## src/rtl/seq_pkg.sv

```systemverilog
// Constants and encodings shared by the 111_0010 sequence detector and frame_capture.
package seq_pkg;

  localparam int unsigned DEF_PAYLOAD_W = 8;
  localparam int unsigned SYNC_W        = 7;
  localparam logic [SYNC_W-1:0] SYNC_PATTERN = 7'b111_0010;

  typedef enum logic {
    FC_IDLE  = 1'b0,
    FC_SHIFT = 1'b1
  } fc_state_e;

endpackage

```

## src/rtl/frame_hold_reg.sv

```systemverilog
// Output holding register: presents completed words on a valid/ready port,
// counts loaded frames and flags frames dropped because the register was busy.
module frame_hold_reg #(
  parameter int unsigned PAYLOAD_W = 8,
  parameter int unsigned CNT_W     = 8
) (
  input  logic                 clk,
  input  logic                 reset,
  input  logic                 load,
  input  logic [PAYLOAD_W-1:0] word,
  input  logic                 data_ready,
  input  logic                 ovr_clr,
  output logic [PAYLOAD_W-1:0] data_out,
  output logic                 data_valid,
  output logic [CNT_W-1:0]     frame_cnt,
  output logic                 overrun
);

  logic accept;
  logic free;

  assign accept = data_valid && data_ready;
  assign free   = !data_valid || accept;

  always_ff @(posedge clk or negedge reset) begin
    if (!reset) begin
      data_out   <= '0;
      data_valid <= 1'b0;
      frame_cnt  <= '0;
      overrun    <= 1'b0;
    end else begin
      if (load && free) begin
        data_out   <= word;
        data_valid <= 1'b1;
        frame_cnt  <= frame_cnt + CNT_W'(1);
      end else if (accept) begin
        data_valid <= 1'b0;
      end
      // A drop on the same edge as a clear keeps the flag set.
      if (load && !free) begin
        overrun <= 1'b1;
      end else if (ovr_clr) begin
        overrun <= 1'b0;
      end
    end
  end

endmodule

```

## src/rtl/frame_capture.sv

```systemverilog
// Deserializes PAYLOAD_W bits (MSB first) following each sync hit and hands
// the completed word to frame_hold_reg.
module frame_capture
  import seq_pkg::*;
#(
  parameter int unsigned PAYLOAD_W = DEF_PAYLOAD_W,
  parameter int unsigned CNT_W     = 8
) (
  input  logic                 clk,
  input  logic                 reset,
  input  logic                 x,
  input  logic                 sync_hit,
  output logic [PAYLOAD_W-1:0] data_out,
  output logic                 data_valid,
  input  logic                 data_ready,
  output logic [CNT_W-1:0]     frame_cnt,
  output logic                 overrun,
  input  logic                 ovr_clr
);

  localparam int unsigned BC_W = $clog2(PAYLOAD_W);
  localparam logic [BC_W-1:0] LAST_BIT = BC_W'(PAYLOAD_W - 1);

  fc_state_e             state;
  logic [BC_W-1:0]       bit_cnt;
  logic [PAYLOAD_W-2:0]  shreg;
  logic [PAYLOAD_W-1:0]  word;
  logic                  load;

  assign word = {shreg, x};
  assign load = (state == FC_SHIFT) && (bit_cnt == LAST_BIT);

  // Capture FSM; sync_hit is only looked at while idle.
  always_ff @(posedge clk or negedge reset) begin
    if (!reset) begin
      state   <= FC_IDLE;
      bit_cnt <= '0;
      shreg   <= '0;
    end else begin
      case (state)
        FC_IDLE: begin
          if (sync_hit) begin
            shreg   <= word[PAYLOAD_W-2:0];
            bit_cnt <= BC_W'(1);
            state   <= FC_SHIFT;
          end
        end
        FC_SHIFT: begin
          shreg <= word[PAYLOAD_W-2:0];
          if (bit_cnt == LAST_BIT) begin
            bit_cnt <= '0;
            state   <= FC_IDLE;
          end else begin
            bit_cnt <= bit_cnt + BC_W'(1);
          end
        end
        default: state <= FC_IDLE;
      endcase
    end
  end

  frame_hold_reg #(
    .PAYLOAD_W (PAYLOAD_W),
    .CNT_W     (CNT_W)
  ) u_hold (
    .clk        (clk),
    .reset      (reset),
    .load       (load),
    .word       (word),
    .data_ready (data_ready),
    .ovr_clr    (ovr_clr),
    .data_out   (data_out),
    .data_valid (data_valid),
    .frame_cnt  (frame_cnt),
    .overrun    (overrun)
  );

endmodule
```

## config.mk

```make
export PLATFORM = sky130hd
export DESIGN_NAME = frame_capture
export DESIGN_NICKNAME = d
export VERILOG_FILES = /design/src/rtl/seq_pkg.sv /design/src/rtl/frame_hold_reg.sv /design/src/rtl/frame_capture.sv
export SDC_FILE = /design/constraint.sdc
export NUM_CORES = 1
export LEC_CHECK = 0
export BUFFER_PORTS_ARGS = -buffer_cell sky130_fd_sc_hd__buf_2
export CORE_MARGIN = 2
export CORE_UTILIZATION = 40
export CTS_BUF_LIST = sky130_fd_sc_hd__clkbuf_8
export CTS_CLUSTER_DIAMETER = 60
export DETAILED_ROUTE_END_ITERATION = 10
export MAX_ROUTING_LAYER = met4
export PLACE_DENSITY = 0.67
export SYNTH_ARGS = -nofsm -noshare
export SYNTH_HDL_FRONTEND = slang
export SYNTH_HIERARCHICAL = 1
export SYNTH_SLANG_ARGS = --single-unit
```

## constraint.sdc

```tcl
create_clock -name clk -period 1.78 [get_ports clk]
set_input_delay 0.267 -clock clk [delete_from_list [all_inputs] [get_ports clk]]
set_output_delay 0.267 -clock clk [all_outputs]
set_load 0.005 [all_outputs]
```

Word level (Yosys, flattened, before mapping)
Cells that the tools add are included.

Flip-flop bits (word level): 29. Bits of input ports: 6. Output and inout bits: 18. Word-level logic and storage cells: 33.

Add/subtract/negate cells: 2. Equality and inequality tests: 2. Mux-type cells: 12. Bitwise logic cells: 1. Reduce and logical (&&, ||, !) cells: 9.

Operator list (number): $pmux 7 s2 (1); $add 8x1->8 const B (1); $mux 7 (1); $mux 1 (6); $mux 3 (2); $pmux 3 s2 (1); $logic_and 1x1->1 (4); $reduce_bool 2->1 (2); $add 3x1->3 const B (1); $eq 3x3->1 const B (1); $logic_not 1->1 (2); $ne 2x2->1 const B (1); $pmux 1 s2 (1); $logic_or 1x1->1 (1); $not 1->1 (1).

Depth between registers and ports, before layout
Gate-level depths: netlist of run 1.

Word-level depth: 5. Mapped depth: 6.

Cells and area by module
The synthesis of run 1 kept the hierarchy.

By module, submodules not included: frame_hold_reg (instances 1, cells each 54, area each 815.8 um^2, sequential area each 450.4 um^2); frame_capture (instances 1, cells each 30, area each 446.7 um^2, sequential area each 275.3 um^2).

Least setup slack after synthesis of run 1
Ideal clock, no wire load.

Path type: flip-flop to flip-flop. Start point: reg bit_cnt[0]. End point: reg u_hold.data_out[0]. Setup time: 0.125 ns. Arrival time: 1.472 ns. Data required time: 1.655 ns. Setup slack: 0.183 ns. Stages on the path, launching flop included: 7. Cell sequence: dfrtp_1 > ha_1 > ha_1 > and2_2 > clkbuf_8 > nand2_8 > mux2_4.

Longest elaborated chain between the ends: 3.

Ends and longest elaborated chain: start: declaration (RTL line frame_capture.sv:25) `logic [BC_W-1:0] bit_cnt;`; start signal: assignment (RTL line frame_capture.sv:54) `bit_cnt <= bit_cnt + BC_W'(1);`; $eq 3x3->1 (RTL line frame_capture.sv:31) `assign load = (state == FC_SHIFT) && (bit_cnt == LAST_BIT);`; $logic_and 1x1->1 (RTL line frame_capture.sv:31); net load (RTL line frame_capture.sv:28) `logic load;`; $logic_and 1x1->1 (RTL line frame_hold_reg.sv:32) `if (load && free) begin`; end signal: assignment (RTL line frame_hold_reg.sv:33) `data_out <= word;`; end: declaration (RTL line frame_hold_reg.sv:13) `output logic [PAYLOAD_W-1:0] data_out,`.

The timed path passes the listed nets, and every way through them passes these cells. A chain may end at the register's enable or synchronous reset.

Worst setup path after layout of run 1
Start point: reg bit_cnt[0]. End point: reg u_hold.frame_cnt[1].

Longest elaborated chain between the ends: 3.

Ends and longest elaborated chain: $eq 3x3->1 (RTL line frame_capture.sv:31); $logic_and 1x1->1 (RTL line frame_capture.sv:31); net load (RTL line frame_capture.sv:28); $logic_and 1x1->1 (RTL line frame_hold_reg.sv:32); end signal: assignment (RTL line frame_hold_reg.sv:35) `frame_cnt <= frame_cnt + CNT_W'(1);`; end: declaration (RTL line frame_hold_reg.sv:15) `output logic [CNT_W-1:0] frame_cnt,`.

The timed path passes the listed nets, and every way through them passes these cells.

==> results of run 1 <==
[state kept, by name, summed over array words and instances, names as in the netlist]
signal / cells
u_hold/data_out: 8
shreg: 7
u_hold/frame_cnt: 8
bit_cnt: 3
u_hold/overrun: 1
u_hold/data_valid: 1
state: 1
[Yosys cell counts, types with 2 or more instances]
| cell type | n |
|---|---|
| dfrtp_1 | 29 |
| mux2_4 | 9 |
| mux2_2 | 7 |
| xnor2_1 | 7 |
| inv_1 | 4 |
| nand4_1 | 4 |
| ha_1 | 3 |
| and2_1 | 2 |
| and4_1 | 2 |
| nand3_1 | 2 |
| o22ai_1 | 2 |
[per-layer routing]
metal | wire length (um) | GRT usage (%)
met5 | 0 | -
met4 | 30 | 5.71
met3 | 159 | 6.93
met2 | 880 | 18.8
met1 | 935 | 15.7
[final timing paths]
| check | cells after the start | end | slack [ns] | startpoint |
|---|---|---|---|---|
| setup reg to reg | 5 | u_hold/frame_cnt[1] | 0.13 | bit_cnt[0] |
| hold reg to reg | 1 | u_hold/frame_cnt[7] | 0.47 | u_hold/frame_cnt[7] |
| min in group clk | 2 | u_hold/overrun | 0.18 | ovr_clr |
| hold / removal | 1 | u_hold/overrun | 0.007 | reset |
| setup / recovery | 5 | u_hold/frame_cnt[1] | 0.13 | bit_cnt[0] |
| max in group asynchronous | 1 | u_hold/frame_cnt[5] | 1.36 | reset |
[cell families after synthesis]
group                      synth area share (%)
AOI/OAI and AO/OA                          2.97
DFF                                        57.5
adders and majority gates                  2.97
and+or+nand+nor                            10.9
buffers and inverters                      3.86
xor gates and xnor gates                   4.86
muxes                                      16.9
[through the flow]
step | power (uW) | instance area, sq um | util (%)
final | 2320 | 1480 | 48.8
after global routing | 2480 | 1480 | 48.8
after CTS | 2360 | 1480 | 48.8
after detailed placement | 1860 | 1400 | 46.2
after global placement | 1820 | 1400 | 46.2
after floorplan | 1610 | 1260 | -
[power breakdown]
group	internal, uW	total [uW]	switching, uW
Combinational	451	714	262
Clock	259	481	221
Sequential	918	1120	204
[layout make-up]
class	instances	area, sq um	share of cell area [%]
Sequential cell	29	726	49.1
Inverter	4	15.0	1.02
Timing Repair Buffer	23	115	7.78
Tap cell	44	55.1	3.72
Multi-Input combinational cell	49	488	33.0
Clock inverter	3	11.3	0.761
Clock buffer	5	68.8	4.65
[critical path, stage by stage (launching register included)]
cell	delay, ns
dfrtp_1	0.40
ha_1	0.21
ha_1	0.20
and2_2	0.26
nand2_8	0.15
mux2_4	0.31
==> flow_summary.toml, run 1 <==
[sta]
rsz0062_at_grt = "no"
tns_ns = 0
min_period_ns = 1.65
finClkSkew_ns = 0.00266
relSlewSlack_pct = 58.3
fmax_mhz = 607
hold_violations = 0
finalCritPeriodShare_pct = 92.5
fin_ws_ns = 0.133
hold_slack_ns = 0.00664
setup_viol = 0
worst_slew_pin_slew_ns = 0.626
drv_slew = 0

[power]
peakVddDrop_v = 0.000632
powerDensity_nw_per_um2 = 1570
p_leak_uw = 0.000731

[clock_tree]
htreeDepth = 2
cts.sink_count = 29
clockBufferDepth = 2
cts_tree = "built"
root_buffer = "clkbuf_8"
post_cts_resize_count = 0
cts_hold_buf = 0
clk_pin_slew_ns = 0.06
cts_buffers = 5
cts_setup_buffers = 0
clk_latency_ns = 0.27

[global_route]
grt_start_max_net_pins = 30
grt_pass1_vias = 706
antenna_found_initial = 0
grt_pass1_wl_um = 3260
track_usage_pct = 13.3
grt_overflow = 0

[synthesis]
synth_edf_count = 0
synth.area.top_cells = "dfrtp_1 57%, mux2_4 11%, mux2_2 6.2%"
avgSynthCellArea_sq_um = 15.0
synth-seq-cells = 29
ys_warn_count = 6
synth-seq-area-share_pct = 57.5
yosysTopAreaCell = "dfrtp_1"
syn-cell-area_sq_um = 1260
synthesis.nets = 93
synth_cells = 84
synth_top_area_share_pct = 57.5
synthDistinctLibCells = 24
synthFlopType = "dfrtp_1"
async_reset_ff_share_pct = 100

[placement]
numPortBuffers = 23
placed_cells = 149
dp_hpwl_um = 1380
preCtsSetupSlack_ns = 0.143
globalplace.congestion = 0.871

[floorplanning]
row_count = 20
die_w_um = 60.2
start_util_pct = 41.7
die_height_um = 60.2
ioPinCount = 24
core_area_sq_um = 3030
dieArea_sq_um = 3620

[layout]
final_common_cell = "dfrtp_1"
layout.cells.non_filler = 157
drive_above_1_share_pct = 43.4
syn2layout_area_growth_pct = 17.1
fillers = 279
mostFrequentLayoutCells = "29 x dfrtp_1, 23 x buf_2, 9 x mux2_4"
antenna_cells = 0
final_nets = 121

[drt]
drc_errors = 0
via_per_inst = 4.75
post_drt_wl_per_cell_um = 12.8
drtIter0Drc = 27
first_pass_iters = 4
vias = 745
ant_nets = 0
routed_wl_um = 2010

[worst_setup_path]
crit_arrival_ns = 1.81
worst-path-max-fanout = 10
required_ns = 1.94
path_class = "reg2reg"
cp-end-kind = "flip-flop"
startpoint_type = "flip-flop"

[outcome]
status = "finished clean"

[run]
drv_cap = 0

[hold_path]
hp-class = "in2async"
Power figures use the tool's default switching activity.
==> inputs of run 2 (changes only) <==
Settings changed: PLACE_DENSITY 0.67 to default, PLACE_DENSITY_LB_ADDON from default to 0.25.
==> flow_summary.toml, run 2 (synthesis results as in run 1) <==
[drt]
first_pass_iters = 3
drc_errors = 0
met3_length_um = 143
vias = 716
met1_length_um = 908
wl_met2_um = 819
drtIter0Drc = 41
routed_wl_um = 1920
dr.max_layer_used = "met4"
post_drt_wl_per_cell_um = 12.2
via_per_inst = 4.56
ant_nets = 0

[worst_setup_path]
path_class = "reg2reg"
cp-end-kind = "flip-flop"
crit_arrival_ns = 1.79
worst-path-max-fanout = 10
required_ns = 1.94
startpoint_type = "flip-flop"

[clock_tree]
cts.sink_count = 29
cts_buffers = 5
clk_pin_slew_ns = 0.06
cts_tree = "built"
cts_setup_buffers = 0
htreeDepth = 2
clk_latency_ns = 0.28
post_cts_resize_count = 0
root_buffer = "clkbuf_8"
clockBufferDepth = 2
cts_hold_buf = 0

[global_route]
grt_start_max_net_pins = 30
track_usage_pct = 13.1
antenna_found_initial = 0
grt_overflow = 0
grt_pass1_vias = 681
grt_pass1_wl_um = 3130

[sta]
worst_slew_pin_slew_ns = 0.634
tns_ns = 0
relSlewSlack_pct = 57.7
hold_slack_ns = 0.00767
drv_slew = 0
fmax_mhz = 616
min_period_ns = 1.62
fin_ws_ns = 0.157
hold_violations = 0
finalCritPeriodShare_pct = 91.2
finClkSkew_ns = 0.00434
setup_viol = 0
rsz0062_at_grt = "no"

[placement]
numPortBuffers = 23
preCtsSetupSlack_ns = 0.159
globalplace.congestion = 0.833
dp_hpwl_um = 1340
placed_cells = 149

[layout]
top_regs = "u_hold/data_out: 8 flops, u_hold/frame_cnt: 8 flops, shreg: 7 flops"
drive_above_1_share_pct = 46.0
final_util_pct = 49.5
final_common_cell = "dfrtp_1"
mostFrequentLayoutCells = "29 x dfrtp_1, 23 x buf_2, 9 x mux2_4"
syn2layout_area_growth_pct = 18.8
final_nets = 121
layout.cells.non_filler = 157
antenna_cells = 0

[floorplanning]
die_w_um = 60.2
dieArea_sq_um = 3620
core_area_sq_um = 3030
row_count = 20
ioPinCount = 24
start_util_pct = 41.7
die_height_um = 60.2

[run]
drv_cap = 0

[hold_path]
hp-class = "in2async"

[power]
powerDensity_nw_per_um2 = 1610
peakVddDrop_v = 0.000787
p_leak_uw = 0.000734

[outcome]
status = "finished clean"
==> run 2: cell count changes in the layout (fill, tap and decap cells not counted), sizes merged <==
cell / delta
clkbuf: +2
clkinv: +1
inv: -3
==> run 2: final timing paths <==
check | start | endpoint | slack (ns) | depth (start not counted)
max in group asynchronous | reset | shreg[5] | 1.36 | 1
worst min register to register | u_hold/frame_cnt[7] | u_hold/frame_cnt[7] | 0.47 | 1
worst max register to register | bit_cnt[0] | u_hold/data_out[5] | 0.16 | 5
min in group clk | ovr_clr | u_hold/overrun | 0.18 | 2
worst max-delay path | bit_cnt[0] | u_hold/data_out[5] | 0.16 | 5
worst min-delay path | reset | bit_cnt[1] | 0.008 | 1
==> run 2: through the flow <==
| step | total power [uW] | area [sq um] |
|---|---|---|
| after floorplan | 1610 | 1260 |
| after CTS | 2450 | 1500 |
| after detailed placement | 1860 | 1400 |
| after global routing | 2580 | 1500 |
| final | 2410 | 1500 |
| after global placement | 1830 | 1400 |
==> run 2: worst max-delay path, stage by stage, from the launching register on <==
cell,delay [ns]
dfrtp_1,0.39
ha_1,0.21
ha_1,0.20
and2_2,0.25
nand2_8,0.14
mux2_4,0.31
==> run 2: cell type report <==
class,count,area (sq um)
fill,265,1530
sequential,29,726
multi-input combinational,49,488
timing repair buffer,23,115
clock buffer,7,96.3
tap,44,55.1
inverter,4,15.0
clock inverter,1,5.00
==> run 2: per-layer routing <==
| metal | global-route usage [%] | vias to the layer above |
|---|---|---|
| li1 | - | 350 |
| met1 | 15.5 | 339 |
| met2 | 17.2 | 20 |
| met3 | 7.14 | 7 |
| met4 | 7.62 | 0 |
| met5 | - | - |
==> run 2: report_power, final <==
group | total (uW) | internal, uW | leakage, uW | switching [uW]
clock network | 586 | 348 | 0.0000542 | 238
logic | 709 | 452 | 0.000323 | 257
registers | 1120 | 918 | 0.000356 | 199
==> inputs of run 3 (changes only) <==
Settings changed: ABC_AREA from default to 1, REMOVE_ABC_BUFFERS from default to 1.
==> flow_summary.toml, run 3 <==
[layout]
final_util_pct = 50.8
drive_above_1_share_pct = 25.7
final_common_cell = "nand2_1"
top_regs = "u_hold/data_out: 8 flops, u_hold/frame_cnt: 8 flops, shreg: 7 flops"
mostFrequentLayoutCells = "67 x nand2_1, 29 x dfrtp_1, 23 x buf_2, 12 x inv_1, 7 x clkbuf_8"
syn2layout_area_growth_pct = 21.1
antenna_cells = 0
seqCellArea_sq_um = 726
fillers = 293
design_area_sq_um = 1540
final_nets = 179
multi_input_area_sq_um = 480

[worst_setup_path]
r2r_slack_ns = 0.21
required_ns = 1.95
worst-path-max-fanout = 12
path_class = "reg2reg"
cp-end-kind = "flip-flop"
crit_arrival_ns = 1.74
reg2regPathDepth = 9
reg2reg_from = "bit_cnt[0]"
r2r-end = "u_hold/frame_cnt[2]"
startpoint_type = "flip-flop"

[synthesis]
synth_most_common_cell = "nand2_1"
yosysTopAreaCell = "dfrtp_1"
synth.area.top_cells = "dfrtp_1 57%, nand2_1 20%, inv_1 3.5%"
synthSimpleGateAreaFrac_pct = 29.8
synth_compound_area_share_pct = 1.18
synth_top_area_share_pct = 57.1
synth-seq-cells = 29
synthMuxAreaShare_pct = 0
ys_warn_count = 6
synth-seq-area-share_pct = 57.1
synth_fa_ha_area_share_pct = 2.96
synthXorXnorAreaFrac_pct = 3.35
synthFlopType = "dfrtp_1"
synth_edf_count = 0
synth_common_cells = "67 x nand2_1, 29 x dfrtp_1, 12 x inv_1, 7 x nor2_1, 5 x nand3_1"
syn-cell-area_sq_um = 1270
synth_cells = 141
synthDistinctLibCells = 20
synth_top_family_by_area = "simple AND/OR/NAND/NOR gates"
avgSynthCellArea_sq_um = 9.01
async_reset_ff_share_pct = 100

[floorplanning]
die_height_um = 60.3
row_count = 20
start_util_pct = 41.9
ioPinCount = 24
core_area_sq_um = 3030
die_w_um = 60.3
dieArea_sq_um = 3640

[sta]
finalCritPeriodShare_pct = 88.1
tns_ns = 0
hold_slack_ns = -0.00167
worst_slew_pin_slew_ns = 0.637
finClkSkew_ns = 0.00686
rsz0062_at_grt = "no"
setup_viol = 0
relSlewSlack_pct = 57.5
drv_slew = 0
fmax_mhz = 637
hold_violations = 5
min_period_ns = 1.57

[global_route]
grt_overflow = 0
grt_pass1_wl_um = 4090
track_usage_pct = 16.4
grt_pass1_vias = 898
grt_start_max_net_pins = 30
antenna_found_initial = 0

[clock_tree]
htreeDepth = 2
clk_latency_ns = 0.28
clk_pin_slew_ns = 0.06
cts_hold_buf = 0
root_buffer = "clkbuf_8"
cts.sink_count = 29
cts_tree = "built"
cts_buffers = 5
clockBufferDepth = 2
cts_setup_buffers = 0

[drt]
via_per_inst = 4.50
drtIter0Drc = 54
routed_wl_um = 2340
ant_nets = 0
vias = 968
first_pass_iters = 6
drc_errors = 0
post_drt_wl_per_cell_um = 10.9

[power]
switchingPower_uw = 858
switching_share_pct = 35.2
clkPwrFrac_pct = 24.8
peakVddDrop_v = 0.000686
combinationalPowerShare_pct = 29.0
p_leak_uw = 0.000893
powerDensity_nw_per_um2 = 1580
internal-power_uw = 1580
p_seq_share_pct = 46.2

[placement]
globalplace.congestion = 0.822
dp_hpwl_um = 1570
place_area_sq_um = 1430
numPortBuffers = 23

[run]
drv_cap = 0

[outcome]
violations = "hold timing"
status = "finished, violations left"

[hold_path]
hp-class = "in2async"
==> run 3: critical path, stage by stage, from the launching register on <==
cell,delay [ns]
dfrtp_1,0.38
ha_1,0.16
ha_1,0.18
nand2_1,0.06
inv_1,0.13
inv_2,0.07
a21oi_2,0.09
buf_4,0.20
nand2_4,0.06
xnor2_2,0.12
==> run 3: how the worst max path moves through the flow <==
stage,startpoint,endpoint,slack [ns],cells after the start
3_3_place_gp,bit_cnt[0],u_hold/frame_cnt[6],0.26,9
5_1_grt,bit_cnt[0],u_hold/frame_cnt[7],0.01,11
6_report,bit_cnt[0],u_hold/frame_cnt[2],0.21,9
3_5_place_dp,bit_cnt[0],u_hold/frame_cnt[6],0.18,9
2_1_floorplan,bit_cnt[0],u_hold/frame_cnt[2],0.24,8
4_1_cts,bit_cnt[0],u_hold/frame_cnt[6],0.17,9
==> run 3: metrics by stage <==
step	setup slack [ns]	power [uW]	instances
5_1_grt	0.0144	2660	215
3_5_place_dp	0.178	1850	207
6_report	0.211	2440	215
3_3_place_gp	0.259	1820	207
4_1_cts	0.174	2470	215
2_1_floorplan	0.238	1560	139
==> run 3: area by class of cell <==
class / instances / share of cell area [%]
repair buffers: 24 / 7.97
inverters: 14 / 3.42
clock buffers: 7 / 6.27
flip-flops and latches: 29 / 47.2
well taps: 44 / 3.58
clock inverters: 1 / 0.325
multi-input cells: 96 / 31.2
==> run 3: repair_timing <==
item	CTS	global route
resized for setup	0	2
endpoints found under the setup margin	0	1
hold endpoints to repair	0	0
==> run 3: cell families (layout without fill, tap and decap cells) <==
kind of cell	Yosys count	in the layout
and+or+nand+nor	87	87
buffers and inverters	16	46
DFF	29	29
xor gates and xnor gates	4	4
AOI/OAI and AO/OA	2	2
adders and majority gates	3	3
==> run 3: layer usage <==
| layer | vias to the layer above | track usage (%) | share of wire, % |
|---|---|---|---|
| met5 | - | - | 0 |
| met4 | 0 | 12.1 | 2.9 |
| met3 | 9 | 4.69 | 6.9 |
| met2 | 30 | 21.6 | 44 |
| met1 | 449 | 21.3 | 46 |
| li1 | 480 | - | - |
==> run 3: power groups by stage <==
stage                     registers (uW)  logic (uW)  clock network [uW]
final                               1120         706                 605
after global routing                1170         843                 649
after CTS                           1130         714                 626
after detailed placement            1130         714                   0
after global placement              1130         688                   0
after floorplan                     1120         445                   0
